==> config.mk <==
export PLATFORM = sky130hd
export DESIGN_NAME = dds_sweep_ctrl
export DESIGN_NICKNAME = d
export VERILOG_FILES = /design/src/rtl/dds_sweep_ctrl.sv
export SDC_FILE = /design/constraint.sdc
export NUM_CORES = 1
export LEC_CHECK = 0
export CAP_MARGIN = 20
export CORE_MARGIN = 8
export CORE_UTILIZATION = 55
export CTS_CLUSTER_SIZE = 16
export DETAILED_ROUTE_END_ITERATION = 7
export HOLD_SLACK_MARGIN = 0.12
export PLACE_DENSITY_LB_ADDON = 0.3
export SETUP_SLACK_MARGIN = 0.3
export SYNTH_ARGS = -nofsm -noshare
export SYNTH_HDL_FRONTEND = slang
export SYNTH_SLANG_ARGS = --single-unit
==> constraint.sdc <==
create_clock -name Clk -period 7.33 [get_ports Clk]
set_input_delay 1.466 -clock Clk [delete_from_list [all_inputs] [get_ports Clk]]
set_output_delay 1.466 -clock Clk [all_outputs]
set_load 0.05 [all_outputs]
==> src/rtl/dds_sweep_ctrl.sv <==
// -----------------------------------------------------------------------------
// dds_sweep_ctrl
//
// Frequency-sweep sequencer for a downstream DDS. On an accepted Start the
// sweep configuration is captured into shadow registers, then Fword walks
// from the start word towards the stop word in Step_Fword increments. Each
// point is held for max(Dwell,1) clocks. The final point is always exactly
// the stop word: an overshoot or a carry out of FW_W bits clamps to it. In
// continuous mode the sweep restarts at the start word indefinitely. In
// single mode it ends with a one-cycle Done pulse.
//
// Ports
//   Clk          system clock, rising edge
//   Rst          synchronous active-high reset
//   Start        one-cycle sweep request (ignored while Busy)
//   Abort        one-cycle abort request (ends an active sweep immediately)
//   Mode         0 = single sweep, 1 = continuous
//   Start_Fword  first frequency word
//   Stop_Fword   final frequency word
//   Step_Fword   frequency-word increment per point
//   Dwell        clocks per point (0 behaves as 1)
//   Pword_in     phase offset for the sweep
//   Fword        registered frequency word to the DDS
//   Pword        registered phase word to the DDS
//   Busy         high while a sweep is active
//   Step_Strobe  one-cycle pulse in the cycle Fword takes a new point
//   Done         one-cycle pulse when a single sweep completes
// -----------------------------------------------------------------------------
module dds_sweep_ctrl #(
   parameter int FW_W = 32,
   parameter int PW_W = 12,
   parameter int DW_W = 24
) (
   input  logic            Clk,
   input  logic            Rst,
   input  logic            Start,
   input  logic            Abort,
   input  logic            Mode,
   input  logic [FW_W-1:0] Start_Fword,
   input  logic [FW_W-1:0] Stop_Fword,
   input  logic [FW_W-1:0] Step_Fword,
   input  logic [DW_W-1:0] Dwell,
   input  logic [PW_W-1:0] Pword_in,
   output logic [FW_W-1:0] Fword,
   output logic [PW_W-1:0] Pword,
   output logic            Busy,
   output logic            Step_Strobe,
   output logic            Done
);

   typedef enum logic [1:0] {
      ST_IDLE,
      ST_DWELL,   // holding an intermediate point
      ST_LAST     // holding the final point
   } state_e;

   state_e          state_q, state_d;
   logic [FW_W-1:0] fword_q, fword_d;
   logic [PW_W-1:0] pword_q, pword_d;
   logic            strobe_q, strobe_d;
   logic            done_q, done_d;
   logic [DW_W-1:0] cnt_q, cnt_d;

   // Shadow copy of the configuration; live inputs are ignored mid-sweep.
   logic [FW_W-1:0] sh_start_q, sh_start_d;
   logic [FW_W-1:0] sh_stop_q, sh_stop_d;
   logic [FW_W-1:0] sh_step_q, sh_step_d;
   logic [DW_W-1:0] sh_dwell_q, sh_dwell_d;
   logic            sh_mode_q, sh_mode_d;

   // Next point computed one bit wider so a carry is seen, not wrapped.
   logic [FW_W:0]   next_fw;

   // Remaining-cycles value loaded on a strobe; counts down to zero, so a
   // point lasts (load + 1) cycles including the strobe cycle.
   function automatic logic [DW_W-1:0] hold_count(input logic [DW_W-1:0] dwell);
      return (dwell == '0) ? '0 : dwell - DW_W'(1);
   endfunction

   // A sweep with no forward progress collapses to a single (final) point.
   function automatic logic is_single_point(input logic [FW_W-1:0] f_start,
                                            input logic [FW_W-1:0] f_stop,
                                            input logic [FW_W-1:0] f_step);
      return (f_start >= f_stop) || (f_step == '0);
   endfunction

   assign next_fw = {1'b0, fword_q} + {1'b0, sh_step_q};

   always_comb begin
      // NOTE: every signal written here gets a default first so no path
      // leaves one unassigned, which would infer a latch.
      state_d    = state_q;
      fword_d    = fword_q;
      pword_d    = pword_q;
      strobe_d   = 1'b0;
      done_d     = 1'b0;
      cnt_d      = cnt_q;
      sh_start_d = sh_start_q;
      sh_stop_d  = sh_stop_q;
      sh_step_d  = sh_step_q;
      sh_dwell_d = sh_dwell_q;
      sh_mode_d  = sh_mode_q;

      case (state_q)
         ST_IDLE: begin
            // Start together with Abort starts nothing.
            if (Start && !Abort) begin
               sh_start_d = Start_Fword;
               sh_stop_d  = Stop_Fword;
               sh_step_d  = Step_Fword;
               sh_dwell_d = Dwell;
               sh_mode_d  = Mode;
               fword_d    = Start_Fword;
               pword_d    = Pword_in;
               strobe_d   = 1'b1;
               cnt_d      = hold_count(Dwell);
               state_d    = is_single_point(Start_Fword, Stop_Fword, Step_Fword)
                            ? ST_LAST : ST_DWELL;
            end
         end

         ST_DWELL, ST_LAST: begin
            if (Abort) begin
               // Words hold; no strobe and no Done on an abort.
               state_d = ST_IDLE;
            end else if (cnt_q != '0) begin
               cnt_d = cnt_q - DW_W'(1);
            end else if (state_q == ST_DWELL) begin
               strobe_d = 1'b1;
               cnt_d    = hold_count(sh_dwell_q);
               if (next_fw[FW_W] || (next_fw >= {1'b0, sh_stop_q})) begin
                  fword_d = sh_stop_q;
                  state_d = ST_LAST;
               end else begin
                  fword_d = next_fw[FW_W-1:0];
               end
            end else if (sh_mode_q) begin
               // Continuous: restart from the captured start word.
               fword_d  = sh_start_q;
               strobe_d = 1'b1;
               cnt_d    = hold_count(sh_dwell_q);
               state_d  = is_single_point(sh_start_q, sh_stop_q, sh_step_q)
                          ? ST_LAST : ST_DWELL;
            end else begin
               done_d  = 1'b1;
               state_d = ST_IDLE;
            end
         end

         default: state_d = ST_IDLE;
      endcase
   end

   // NOTE: sequential state uses non-blocking assignments only, so every
   // register samples the pre-edge values regardless of statement order.
   always_ff @(posedge Clk) begin
      if (Rst) begin
         // NOTE: the shadow configuration is reset as well, so a fresh sweep
         // never observes stale values from before the reset.
         state_q    <= ST_IDLE;
         fword_q    <= '0;
         pword_q    <= '0;
         strobe_q   <= 1'b0;
         done_q     <= 1'b0;
         cnt_q      <= '0;
         sh_start_q <= '0;
         sh_stop_q  <= '0;
         sh_step_q  <= '0;
         sh_dwell_q <= '0;
         sh_mode_q  <= 1'b0;
      end else begin
         state_q    <= state_d;
         fword_q    <= fword_d;
         pword_q    <= pword_d;
         strobe_q   <= strobe_d;
         done_q     <= done_d;
         cnt_q      <= cnt_d;
         sh_start_q <= sh_start_d;
         sh_stop_q  <= sh_stop_d;
         sh_step_q  <= sh_step_d;
         sh_dwell_q <= sh_dwell_d;
         sh_mode_q  <= sh_mode_d;
      end
   end

   assign Fword       = fword_q;
   assign Pword       = pword_q;
   assign Busy        = (state_q != ST_IDLE);
   assign Step_Strobe = strobe_q;
   assign Done        = done_q;

endmodule

After elaboration in Yosys (flattened, before gate mapping) --
Cells that the tools add are included.
Operators by class: bitwise gates (word level) 1, add/subtract/negate cells 4, eq/ne operators 9, $lt $le $gt $ge 3, muxes and demuxes 31, reductions and logical operators 19
Operators by type and width (count):
- $mux W32 | 6
- $mux W24 | 7
- $sub A24 B1 Y24 const B | 3
- $ge A32 B32 Y1 | 2
- $logic_not A32 Y1 | 2
- $pmux W32 S2 | 1
- $logic_not A24 Y1 | 2
- $pmux W24 S2 | 1
- $add A32 B32 Y33 | 1
- $ge A33 B32 Y1 | 1
- $reduce_bool A24 Y1 | 1
- $mux W2 | 8
- $ne A4 B4 Y1 const B | 2
- $mux W1 | 6
- $ne A2 B2 Y1 const B | 3
- $ne A3 B3 Y1 const B | 2
- $reduce_and A5 Y1 | 1
- $reduce_or A5 Y1 | 1
- $pmux W2 S2 | 1
- $reduce_and A4 Y1 | 1
- $reduce_bool A2 Y1 | 2
- $logic_or A1 B1 Y1 | 3
- $reduce_and A3 Y1 | 1
- $eq A2 B1 Y1 const B | 1
- other kinds (8) | 8
Word-level totals: input port bits 137, register bits after elaboration 193, logic and storage cells 78, output and inout port bits 47

Logic depth before layout (Yosys ltp) --
depth after elaboration 8, depth in mapped cells 22, mapped depth without buffers 20

Worst setup path before layout --
Ideal clock, no wire load.
kind register to register, from register fword_q[0], in the netlist Fword[0], to register fword_q[15], in the netlist Fword[15], slack 2260 ps, path buffers 2, cell stages (with the launch flop) 23, period minus slack after synthesis 5070 ps, arrival 4984 ps, data required time 7244 ps, library setup time 86 ps, cells stage by stage dfxtp_1 ha_1 fa_1 a21o_1 nand4_1 a21oi_1 a211oi_1 a211oi_1 o21ai_0 nand2b_1 a21oi_1 xnor2_1 ha_1 a21o_1 a211oi_1 o311ai_0 a211oi_1 o211ai_2 buf_4 buf_6 mux2i_1 a211o_1 a211oi_1
On the way: longest elaborated chain between the ends 8
RTL lines:
- from (decl) | line 58 | logic [FW_W-1:0] fword_q, fword_d;
- from (signal assigned) | line 173 | fword_q <= fword_d;
- $add A32 B32 Y33 * | line 87 | assign next_fw = {1'b0, fword_q} + {1'b0, sh_step_q};
- $ge A33 B32 Y1 | line 131 | if (next_fw[FW_W] || (next_fw >= {1'b0, sh_stop_q})) begin
- $logic_or A1 B1 Y1 | line 131
- $mux W32 * | line 131
- $mux W32 * | line 128 | end else if (state_q == ST_DWELL) begin
- $mux W32 * | line 126 | end else if (cnt_q != '0) begin
- $mux W32 * | line 123 | if (Abort) begin
- $pmux W32 S2 * | line 104 | case (state_q)
Every way passes the cells marked *; elsewhere a longest branch is shown, timed or not. The select of a mux whose other input is x is not followed. A chain may end at the register's enable or synchronous reset.

Worst setup path in the final report --
from register fword_q[0], in the netlist Fword[0], to register fword_q[8], in the netlist Fword[8]
The elaborated chain is that of the path after synthesis.

==> results.py <==
metrics = {
    "status": {
        "outcome": "complete, no violations",
    },
    "clock_network": {
        "cts-buffers-inserted": 17,
        "cts_max_path_buffers": 2,
        "clk_pin_slew_ns": 0.08,
        "insertion_delay_ns": 0.45,
        "cts_hold_buf": 0,
        "cts_resized": 0,
        "cts-root-buf": "clkbuf_16",
        "clock-sinks": 193,
        "tritoncts": "built",
        "post-cts-setup-buffers": 0,
        "cts.htree.levels": 4,
    },
    "floorplanning": {
        "die_h_um": 170.6,
        "num_rows": 56,
        "dieArea_um2": 29110,
        "io-pin-count": 184,
        "start_util_pct": 56.01,
        "coreArea_um2": 23470,
        "die_w_um": 170.6,
    },
    "critical_path": {
        "worstReg2RegEnd": "Fword[8]",
        "cp.required_ns": 7.65,
        "crit_path_max_fanout": 21,
        "crit_path_end_kind": "register",
        "r2r_cells": 21,
        "critical_path_class": "register to register",
        "critPathLaunchType": "register",
        "r2r_slack_ns": 1.27,
        "worstPathArrival_ns": 6.37,
        "crit-reg2reg-launch": "Fword[0]",
        "cp-startpoint": "Fword[0]",
    },
    "sta": {
        "worstMarginPinSlew_ns": 1.006,
        "setup_viol": 0,
        "fin_skew_ns": 0.01597,
        "period_minus_slack_ns": 6.056,
        "rsz0062_at_grt": "no",
        "period_share_pct": 82.62,
        "slew_viol_final": 0,
        "setup_tns_ns": 0,
        "slew_headroom_pct": 32.90,
        "whs_ns": 0.4559,
        "fmaxAchievable_ghz": 0.1651,
        "setup_ws_ns": 1.274,
        "hold_viol": 0,
    },
    "finish": {
        "fin_cells": 2188,
        "nNetsFinal": 2129,
        "synthToLayoutAreaGrowth_pct": 19.88,
        "drive_gt1_share_pct": 4.173,
        "diodes": 0,
    },
    "logic_synthesis": {
        "ys_top_cells_by_count": "nand2_1, a21oi_1, dfxtp_1",
        "async_flop_share_pct": 0,
        "synthMuxAreaShare_pct": 3.331,
        "yosysUniqueCellTypes": 65,
        "synth_edf_count": 0,
        "syn_inst": 1732,
        "yosysWarnings": 0,
        "synth-simple-area-share_pct": 20.79,
        "yosysTopAreaCell": "dfxtp_1",
        "yosys.area_share.adder_pct": 13.00,
        "synth_top_family_by_area": "compound AO/OA/AOI/OAI gates",
        "syn-num-nets": 2005,
        "netlist_area_um2": 13150,
        "synth-compound-area-share_pct": 22.75,
        "syn_area_per_cell_um2": 7.591,
        "synth_most_common_cell": "nand2_1",
        "synth_area_leaders": "dfxtp_1, ha_1, nand2_1",
        "synth-seq-cells": 193,
        "synth_top_area_share_pct": 29.39,
        "seq_area_frac_synth_pct": 29.39,
        "synth-main-ff-cell": "dfxtp_1",
        "synth_xor_area_share_pct": 5.463,
    },
    "drt": {
        "drcViolationCount": 0,
        "routed_wl_mm": 40.86,
        "drt-initial-drc-count": 1102,
        "drt-wirelength-per-cell_um": 18.67,
        "drt-vias-per-instance": 6.058,
        "via_count": 13260,
        "dr.pass1.iters": 5,
        "drtAntennaViolNets": 0,
    },
    "global_routing": {
        "grt_start_max_net_pins": 123,
        "met1_usage_pct": 36.49,
        "grt_pass1_wl_mm": 65.44,
        "grt-busiest-layer": "met2",
        "use_met2_pct": 43.18,
        "grt_pass1_vias": 12730,
        "grtUsageMet3_pct": 7.075,
        "antenna_found_initial": 0,
        "grt.total_usage_pct": 27.76,
        "gr-total-overflow": 0,
    },
    "placement": {
        "place_hpwl_mm": 30.16,
        "dp_slack_ns": 1.329,
        "io_buffers": 183,
        "gp_congestion": 0.9519,
        "dp.cells": 2155,
    },
    "hold_path": {
        "min_to": "Pword[0]",
        "hold_class": "register to register",
        "hold_path_startpoint": "Pword[0]",
        "whs_path_depth": 2,
    },
    "power_and_ir_drop": {
        "p_int_mw": 3.089,
        "pwr-share-clk_pct": 16.4,
        "p_sw_mw": 2.822,
        "seqPwrFrac_pct": 25.5,
        "power.density_nw_per_um2": 375.0,
        "total_leakage_power_nw": 6.288,
        "vdd_drop_max_mv": 0.2542,
        "pwr-share-comb_pct": 58.0,
        "switching_share_pct": 47.74,
    },
    "job": {
        "drv_cap": 0,
    },
}
-- critical path, stage by stage, from the launching register on --
cell and delay [ns]:
dfxtp_1 0.33, ha_1 0.24, fa_1 0.42, a21o_1 0.19, nand4_1 0.11, a21oi_1 0.15
a211oi_1 0.67, a211oi_1 0.21, o21ai_0 0.44, nand2b_1 0.10, a21oi_1 0.18, xnor2_1 0.17
ha_1 0.28, a21o_1 0.16, a211oi_1 0.25, o311ai_0 0.16, a211oi_1 0.37, o211ai_4 0.34
buf_4 0.36, mux2_2 0.27, mux2i_1 0.07, a2111oi_0 0.45
-- kinds of logic after synthesis --
| family | after synthesis |
|---|---|
| flip-flops | 193 |
| adder cells (fa/ha/maj) | 136 |
| AND/OR/NAND/NOR | 619 |
| XOR/XNOR | 82 |
| buffers and inverters | 178 |
| multiplexers | 42 |
| AO/OA/AOI/OAI | 482 |
-- placed cells by master (no fill, tap or decap), types with 11 or more instances in the layout --
cell type / instances
ha_1: 133
a2111oi_0: 12
o22ai_1: 17
a22oi_1: 20
xnor2_1: 47
mux2_2: 14
nand3_1: 20
a211oi_1: 53
nand2_1: 317
clkbuf_16: 17
inv_1: 88
nor4_1: 35
o21ai_0: 49
nor2_1: 126
nand4_1: 25
nor3_1: 36
nand2b_1: 12
dfxtp_1: 193
a21o_1: 34
clkdlybuf4s50_1: 182
mux2i_1: 28
a21oi_1: 221
xor2_1: 35
a211o_1: 11
-- worst max-delay path by stage --
stage                endpoint  slack, ns
finish               Fword[8]       1.27
global route         Fword[6]       0.87
global placement     Fword[7]       1.50
floorplan           Fword[15]       2.26
CTS                  Fword[8]       1.30
detailed placement   Fword[8]       1.33
-- state kept, by name (all words and copies together) (netlist names) --
signal,count
Done,1
sh_start_q,32
Pword,12
sh_stop_q,32
cnt_q,24
state_q,2
sh_dwell_q,24
Fword,32
Step_Strobe,1
sh_step_q,32
sh_mode_q,1
-- metrics by stage --
step / power [mW] / instance area, um^2 / utilization [%]
after floorplan: 3.910 / 13150 / -
final: 5.911 / 15760 / 67.15
after global placement: 4.807 / 15160 / 64.57
after global routing: 6.270 / 15760 / 67.15
after CTS: 5.864 / 15760 / 67.13
after detailed placement: 4.871 / 15160 / 64.57
-- final cells by class --
| class | count | area, um^2 |
|---|---|---|
| multi-input combinational | 1361 | 8638 |
| fill | 2012 | 7711 |
| sequential | 193 | 3864 |
| timing repair buffer | 194 | 1926 |
| clock buffer | 17 | 425.4 |
| tap | 319 | 399.1 |
| inverter | 89 | 334.1 |
| clock inverter | 15 | 175.2 |
-- power groups by stage --
stage	clock, mW	sequential (mW)	combinational (mW)
after global placement	0	1.51	3.29
after floorplan	0	1.76	2.15
after global routing	1.02	1.53	3.72
final	0.972	1.51	3.43
after CTS	0.976	1.50	3.39
after detailed placement	0	1.52	3.35
-- routing by layer --
| layer | up-vias | share of wire [%] | wire [um] |
|---|---|---|---|
| met3 | 86 | 8.5 | 3465 |
| met4 | 0 | 2.9 | 1188 |
| met5 | - | 0 | 0 |
| li1 | 6418 | - | - |
| met1 | 6226 | 44 | 17780 |
| met2 | 525 | 45 | 18420 |
Power figures use the tool's default switching activity.
